<file path="config.mk">
export PLATFORM = sky130hd
export DESIGN_NAME = ins_mem_loader_flat
export DESIGN_NICKNAME = d
export VERILOG_FILES = /design/src/rtl/ins_mem_loader_pkg.sv /design/src/rtl/ins_mem_loader_if.sv /design/src/rtl/ins_mem_loader_ram.sv /design/src/rtl/ins_mem_loader.sv /design/src/flat_wrapper.sv
export SDC_FILE = /design/constraint.sdc
export NUM_CORES = 2
export LEC_CHECK = 0
export ABC_AREA = 0
export BUFFER_PORTS_ARGS = -buffer_cell sky130_fd_sc_hd__buf_2
export CORE_ASPECT_RATIO = 0.75
export CORE_MARGIN = 4
export CORE_UTILIZATION = 58
export DETAILED_ROUTE_END_ITERATION = 8
export HOLD_SLACK_MARGIN = 0.05
export PLACE_DENSITY = 0.73
export SLEW_MARGIN = 20
export SYNTH_ARGS = -nofsm -noshare
export SYNTH_HDL_FRONTEND = slang
export SYNTH_SLANG_ARGS = --single-unit
</file>
<file path="constraint.sdc">
create_clock -name clk -period 10.09 [get_ports clk]
set_clock_uncertainty 0.2 [all_clocks]
set_input_delay 1.5135 -clock clk [delete_from_list [all_inputs] [get_ports clk]]
set_output_delay 1.5135 -clock clk [all_outputs]
set_load 0.01 [all_outputs]
</file>
<file path="src/rtl/ins_mem_loader_pkg.sv">
// Shared definitions for the instruction-memory loader: FSM encodings, halt word, stream byte order.
// Included by the loader RTL and by any CPU-level bench that needs the same encodings.
package ins_mem_loader_pkg;

   localparam logic [2:0] ST_IDLE    = 3'd0;
   localparam logic [2:0] ST_HDR_HI  = 3'd1;
   localparam logic [2:0] ST_HDR_LO  = 3'd2;
   localparam logic [2:0] ST_DATA_HI = 3'd3;
   localparam logic [2:0] ST_DATA_LO = 3'd4;
   localparam logic [2:0] ST_CHK     = 3'd5;
   localparam logic [2:0] ST_RUN     = 3'd6;
   localparam logic [2:0] ST_ERR     = 3'd7;

   localparam int unsigned DEPTH_LOG2_DEFAULT = 8;
   // sys/halt opcode 4'b1101 with a zero operand field
   localparam logic [15:0] HALT_WORD_DEFAULT  = 16'hD000;

   typedef logic [15:0] ins_word_t;

   // Words travel high byte first on the stream.
   typedef struct packed {
      logic [7:0] hi;
      logic [7:0] lo;
   } word_bytes_t;

   function automatic ins_word_t make_word(input logic [7:0] hi, input logic [7:0] lo);
      word_bytes_t w;
      w.hi = hi;
      w.lo = lo;
      return ins_word_t'(w);
   endfunction

endpackage

</file>
<file path="src/rtl/ins_mem_loader_if.sv">
// Fetch port and byte-stream load handshake of the instruction-memory loader.
// master = CPU/board side, slave = loader.
interface ins_mem_loader_if;

   logic [15:0] ins_addr;
   logic [15:0] ins;
   logic        cpu_clear;
   logic        load_start;
   logic        load_valid;
   logic [7:0]  load_byte;
   logic        load_ready;
   logic        load_done;
   logic        load_err;

   modport master (
      output ins_addr, load_start, load_valid, load_byte,
      input  ins, cpu_clear, load_ready, load_done, load_err
   );

   modport slave (
      input  ins_addr, load_start, load_valid, load_byte,
      output ins, cpu_clear, load_ready, load_done, load_err
   );

endinterface

</file>
<file path="src/rtl/ins_mem_loader_ram.sv">
// Instruction RAM: 2**DEPTH_LOG2 x 16, synchronous write, asynchronous read.
// No reset on the array so a clear leaves its contents in place.
module ins_mem_loader_ram #(
   parameter int unsigned DEPTH_LOG2 = 8
) (
   input  logic                  clk,
   input  logic                  we,
   input  logic [DEPTH_LOG2-1:0] waddr,
   input  logic [15:0]           wdata,
   input  logic [DEPTH_LOG2-1:0] raddr,
   output logic [15:0]           rdata
);

   logic [15:0] mem [0:(1 << DEPTH_LOG2)-1];

   always_ff @(posedge clk) begin
      if (we) begin
         mem[waddr] <= wdata;
      end
   end

   assign rdata = mem[raddr];

endmodule

</file>
<file path="src/rtl/ins_mem_loader.sv">
// Loads a program from a byte stream into instruction RAM and serves CPU fetches from it.
// Define LOADER_CHECKSUM_EN to require a trailing XOR checksum byte before releasing the CPU.
module ins_mem_loader
   import ins_mem_loader_pkg::*;
#(
   parameter int unsigned DEPTH_LOG2 = DEPTH_LOG2_DEFAULT,
   parameter logic [15:0] HALT_WORD  = HALT_WORD_DEFAULT
) (
   input  logic           clk,
   input  logic           clear,
   ins_mem_loader_if.slave bus
);

   localparam int          WP_W      = DEPTH_LOG2 + 1;
   localparam logic [16:0] MAX_WORDS = 17'(1) << DEPTH_LOG2;

`ifdef LOADER_CHECKSUM_EN
   localparam logic [2:0] ST_DONE = ST_CHK;
`else
   localparam logic [2:0] ST_DONE = ST_RUN;
`endif

   logic [2:0]      state_reg, state_next;
   logic [15:0]     n_reg, n_next;
   logic [15:0]     count_reg, count_next;
   logic [WP_W-1:0] wptr_reg, wptr_next;
   logic [7:0]      hi_reg, hi_next;
   logic            cpu_clear_reg;
   logic            load_done_reg;
   logic            load_err_reg;
`ifdef LOADER_CHECKSUM_EN
   logic [7:0]      csum_reg, csum_next;
`endif

   logic            ready;
   logic            accept;
   logic            ram_we;
   logic [15:0]     ram_wdata;
   logic [15:0]     ram_rdata;
   logic [15:0]     n_hdr;
   logic [15:0]     wptr_ext;

   assign ready = (state_reg == ST_HDR_HI)  || (state_reg == ST_HDR_LO)  ||
                  (state_reg == ST_DATA_HI) || (state_reg == ST_DATA_LO) ||
                  (state_reg == ST_CHK);
   assign accept    = bus.load_valid & ready;
   assign n_hdr     = {n_reg[15:8], bus.load_byte};
   assign wptr_ext  = 16'(wptr_reg);
   assign ram_wdata = make_word(hi_reg, bus.load_byte);

   always_comb begin
      state_next = state_reg;
      n_next     = n_reg;
      count_next = count_reg;
      wptr_next  = wptr_reg;
      hi_next    = hi_reg;
      ram_we     = 1'b0;
`ifdef LOADER_CHECKSUM_EN
      csum_next  = csum_reg;
`endif
      // A new load always wins; any byte presented alongside it is dropped.
      if (bus.load_start) begin
         state_next = ST_HDR_HI;
         n_next     = '0;
         count_next = '0;
         wptr_next  = '0;
`ifdef LOADER_CHECKSUM_EN
         csum_next  = '0;
`endif
      end else if (accept) begin
`ifdef LOADER_CHECKSUM_EN
         csum_next = csum_reg ^ bus.load_byte;
`endif
         case (state_reg)
            ST_HDR_HI: begin
               n_next     = {bus.load_byte, 8'h00};
               state_next = ST_HDR_LO;
            end
            ST_HDR_LO: begin
               n_next = n_hdr;
               if ({1'b0, n_hdr} > MAX_WORDS) begin
                  state_next = ST_ERR;
               end else if (n_hdr == 16'd0) begin
                  state_next = ST_DONE;
               end else begin
                  state_next = ST_DATA_HI;
               end
            end
            ST_DATA_HI: begin
               hi_next    = bus.load_byte;
               state_next = ST_DATA_LO;
            end
            ST_DATA_LO: begin
               ram_we    = 1'b1;
               wptr_next = wptr_reg + WP_W'(1);
               if (wptr_ext == n_reg - 16'd1) begin
                  state_next = ST_DONE;
               end else begin
                  state_next = ST_DATA_HI;
               end
            end
`ifdef LOADER_CHECKSUM_EN
            ST_CHK: begin
               state_next = (bus.load_byte == csum_reg) ? ST_RUN : ST_ERR;
            end
`endif
            default: ;
         endcase
      end
      // The fetch window opens only once the whole program is in place.
      if ((state_next == ST_RUN) && (state_reg != ST_RUN)) begin
         count_next = n_next;
      end
   end

   always_ff @(posedge clk or posedge clear) begin
      if (clear) begin
         state_reg     <= ST_IDLE;
         n_reg         <= '0;
         count_reg     <= '0;
         wptr_reg      <= '0;
         hi_reg        <= '0;
         cpu_clear_reg <= 1'b1;
         load_done_reg <= 1'b0;
         load_err_reg  <= 1'b0;
`ifdef LOADER_CHECKSUM_EN
         csum_reg      <= '0;
`endif
      end else begin
         state_reg     <= state_next;
         n_reg         <= n_next;
         count_reg     <= count_next;
         wptr_reg      <= wptr_next;
         hi_reg        <= hi_next;
         // Released one cycle after RUN is reached, so count is stable first.
         cpu_clear_reg <= bus.load_start | (state_reg != ST_RUN);
         load_done_reg <= (state_next == ST_RUN);
         load_err_reg  <= (state_next == ST_ERR);
`ifdef LOADER_CHECKSUM_EN
         csum_reg      <= csum_next;
`endif
      end
   end

   ins_mem_loader_ram #(
      .DEPTH_LOG2 (DEPTH_LOG2)
   ) u_ram (
      .clk   (clk),
      .we    (ram_we),
      .waddr (wptr_reg[DEPTH_LOG2-1:0]),
      .wdata (ram_wdata),
      .raddr (bus.ins_addr[DEPTH_LOG2-1:0]),
      .rdata (ram_rdata)
   );

   // Full 16-bit compare: addresses past the RAM never alias back into it.
   assign bus.ins        = (bus.ins_addr < count_reg) ? ram_rdata : HALT_WORD;
   assign bus.cpu_clear  = cpu_clear_reg;
   assign bus.load_ready = ready;
   assign bus.load_done  = load_done_reg;
   assign bus.load_err   = load_err_reg;

endmodule

</file>
<file path="src/flat_wrapper.sv">
// flat-port wrapper written by rule: the top's interface ports become plain ports
module ins_mem_loader_flat import ins_mem_loader_pkg::*;
#(
   parameter int unsigned DEPTH_LOG2 = DEPTH_LOG2_DEFAULT,
   parameter logic [15:0] HALT_WORD  = HALT_WORD_DEFAULT
)
  (clk, clear, bus_ins_addr, bus_load_start, bus_load_valid, bus_load_byte, bus_ins, bus_cpu_clear, bus_load_ready, bus_load_done, bus_load_err);
  ins_mem_loader_if bus_i ();
  input  logic clk;
  input  logic clear;
  input wire logic [$bits(bus_i.ins_addr)-1:0] bus_ins_addr;
  input wire logic [$bits(bus_i.load_start)-1:0] bus_load_start;
  input wire logic [$bits(bus_i.load_valid)-1:0] bus_load_valid;
  input wire logic [$bits(bus_i.load_byte)-1:0] bus_load_byte;
  output wire logic [$bits(bus_i.ins)-1:0] bus_ins;
  output wire logic [$bits(bus_i.cpu_clear)-1:0] bus_cpu_clear;
  output wire logic [$bits(bus_i.load_ready)-1:0] bus_load_ready;
  output wire logic [$bits(bus_i.load_done)-1:0] bus_load_done;
  output wire logic [$bits(bus_i.load_err)-1:0] bus_load_err;
  assign bus_i.ins_addr = bus_ins_addr;
  assign bus_i.load_start = bus_load_start;
  assign bus_i.load_valid = bus_load_valid;
  assign bus_i.load_byte = bus_load_byte;
  assign bus_ins = bus_i.ins;
  assign bus_cpu_clear = bus_i.cpu_clear;
  assign bus_load_ready = bus_i.load_ready;
  assign bus_load_done = bus_i.load_done;
  assign bus_load_err = bus_i.load_err;
  ins_mem_loader #(.DEPTH_LOG2(DEPTH_LOG2), .HALT_WORD(HALT_WORD)) u_core (.clk(clk), .clear(clear), .bus(bus_i));
endmodule
</file>
==> flow_metrics.env <==
export IMPL_synth_nets=7686
export IMPL_worst_path_stages=10
export IMPL_drv_slew=0
export IMPL_vias=81800
export IMPL_area_delta_synth_final_pct=11.7
export IMPL_rsz0062_at_grt="no"
export IMPL_gr_usage_all_layers_pct=29.0
export IMPL_path_class="in2out"
export IMPL_routedWlPerCell_um=34.4
export IMPL_finalCritPeriodShare_pct=83.7
export IMPL_grt_pass1_wl_um=587000
export IMPL_start_util_pct=58.3
export IMPL_startpoint_type="input port"
export IMPL_most_common_layout_cells="edfxtp_1, mux4_2, mux2i_1, a22oi_1, clkbuf_16"
export IMPL_crit_family="simple AND/OR/NAND/NOR gates"
export IMPL_max_freq_mhz=118
export IMPL_io_pins=48
export IMPL_status="finished clean"
export IMPL_port_buffer_count=47
export IMPL_clock_path_buffers=4
export IMPL_worst_slack_ps=1650
export IMPL_layout_cells_most_common="edfxtp_1"
export IMPL_core_area_um2=273000
export IMPL_worstPathArrival_ps=6730
export IMPL_cts_resized=0
export IMPL_ant_nets=0
export IMPL_cts_sinks=4151
export IMPL_critical_path_slowest_cell="nor2b_4"
export IMPL_regToRegSetupSlack_ps=5700
export IMPL_die_height_um=461
export IMPL_placed_area_um2=166000
export IMPL_avgSynthCellArea_um2=20.8
export IMPL_synthesis_area_um2=159000
export IMPL_largest_reg_flops=4096
export IMPL_dp_cells=11200
export IMPL_highest_layer="met5"
export IMPL_grt_max_degree=180
export IMPL_grt_overflow=0
export IMPL_routed_via_density=6.86
export IMPL_synth_top_flop_cell="edfxtp_1"
export IMPL_cap_violations=0
export IMPL_finalSetupViolations=0
export IMPL_totalNegativeSetupSlack_ps=0
export IMPL_dp_slack_ps=1820
export IMPL_wl_met2_um=186000
export IMPL_reg2reg_depth=8
export IMPL_p_leak_nw=56.6
export IMPL_min_delay_start="u_core.count_reg[12]"
export IMPL_ys_warn_count=0
export IMPL_clock_latency_ps=900
export IMPL_period_needed_ps=8440
export IMPL_end_kind="primary output"
export IMPL_nets=8051
export IMPL_crit_fanout=55
export IMPL_cp_required_ps=8380
export IMPL_path_cells="buf_2, nor2b_4, buf_12, buf_4, a22oi_1, nand3_1, a41oi_1, nor3_1, o22ai_1, buf_2"
export IMPL_yosysUniqueCellTypes=59
export IMPL_critPathMaxStageDelay_ps=990
export IMPL_path_buf_inv=4
export IMPL_antenna_found_initial=30
export IMPL_tightest_slew_ps=1260
export IMPL_hold_path_end="u_core.count_reg[12]"
export IMPL_design_area_um2=178000
export IMPL_rows=166
export IMPL_reg2reg_from="u_core.state_reg[0]"
export IMPL_power_density_nw_per_um2=206
export IMPL_drt_iter0_drc=13600
export IMPL_postCtsHoldBufs=0
export IMPL_cp_common_cell="buf_2"
export IMPL_wl_met3_um=55100
export IMPL_grt_pass1_vias=79500
export IMPL_drt_met1_wl_um=155000
export IMPL_netlist_instances=7638
export IMPL_post_dp_hpwl_um=234000
export IMPL_clk_pin_slew_worst_paths_ps=60
export IMPL_hold_viol=0
export IMPL_post_cts_buffers=0
export IMPL_hold_ws_ps=309
export IMPL_die_x_um=613
export IMPL_cts_made_buffers=370
export IMPL_gp_congestion=0.861
export IMPL_r2r_end="u_core.u_ram.mem[124][6]"
export IMPL_cts_tree="yes"
export IMPL_layoutNonFillerInstCount=11900
export IMPL_synth_seq_cells=4151
export IMPL_root_buffer="clkbuf_16"
export IMPL_drc=0
export IMPL_synth_seq_area_share_pct=78.2
export IMPL_slew_headroom_pct=16.2
export IMPL_ir_drop_mv=0.217
export IMPL_hold_path_class="reg2reg"
export IMPL_synth_edf_count=4096
export IMPL_async_flop_share_pct=1.32
export IMPL_drive_above_1_share_pct=21.8
export IMPL_cts_htree_levels=5
export IMPL_dr_pass1_iters=6
export IMPL_dieArea_um2=283000
export IMPL_whs_path_depth=2
export IMPL_fillCellCount=17300
export IMPL_wirelength_um=410000
[logic make-up after synthesis]
family                     count (synthesis)  share of synthesized area, %
adders and majority gates                 20                         0.157
xor gates and xnor gates                  15                        0.0826
buffers and inverters                    477                          1.16
muxes                                   1310                          14.3
and+or+nand+nor                          762                          2.17
DFF                                     4151                          78.2
AOI/OAI and AO/OA                        903                          3.88
[per-layer routing]
layer	global-route usage, %	vias to the layer above
met1	43.4	42600
met5	0	-
li1	-	32600
met4	8.05	27
met2	42.9	5859
met3	7.96	732
[area by class of cell]
type,instances,area (um^2),share of cell area [%]
inverter,22,82.6,0.0465
clock inverter,208,2080,1.17
clock buffer,457,9850,5.54
tap,3612,4520,2.54
antenna,16,40.0,0.0225
timing repair buffer,448,3720,2.10
sequential,4151,124000,70.0
multi-input combinational,3010,32900,18.5
[stage by stage]
step                      util, %  power, W
after floorplan                 -    0.0218
after global placement       60.7    0.0228
after detailed placement     60.7    0.0229
after CTS                    65.1    0.0367
after global routing         65.1    0.0377
final                        65.1    0.0367
[synth_stat cells, drive strengths merged (19+ instances only)]
master,instances,share of area (%)
clkbuf,283,0.67
nor2b,19,0.075
edfxtp,4096,77
or4,34,0.16
dfrtp,54,0.85
nor3,41,0.13
a22oi,521,2.5
nand2,164,0.39
mux4,768,11
nand3,140,0.44
a21oi,270,0.85
nor2,303,0.72
mux2i,523,3.3
a41oi,64,0.35
ha,20,0.16
mux2,19,0.15
inv,22,0.052
buf,172,0.44
[worst max-delay path by stage]
stage | startpoint | endpoint | slack (ps)
after floorplan | bus_ins_addr[0] | bus_ins[12] | 4180
after global placement | bus_ins_addr[0] | bus_ins[3] | 1720
after detailed placement | bus_ins_addr[4] | bus_ins[13] | 1820
after CTS | bus_ins_addr[0] | bus_ins[3] | 1720
after global routing | bus_ins_addr[4] | bus_ins[13] | 1480
final | bus_ins_addr[4] | bus_ins[13] | 1650
[power by group]
group          total [W]  switching [W]  internal (W)
combinational    0.00239        0.00182      0.000561
clock             0.0141        0.00610       0.00798
sequential        0.0202       0.000257        0.0199
[worst min-delay path, delay by kind of cell, from the launching register on]
kind | cells | cell delay (ps)
simple gates | 1 | 50
flops | 1 | 360
buf+inv | 1 | 70
No activity file was read; power rests on OpenSTA's default activity.
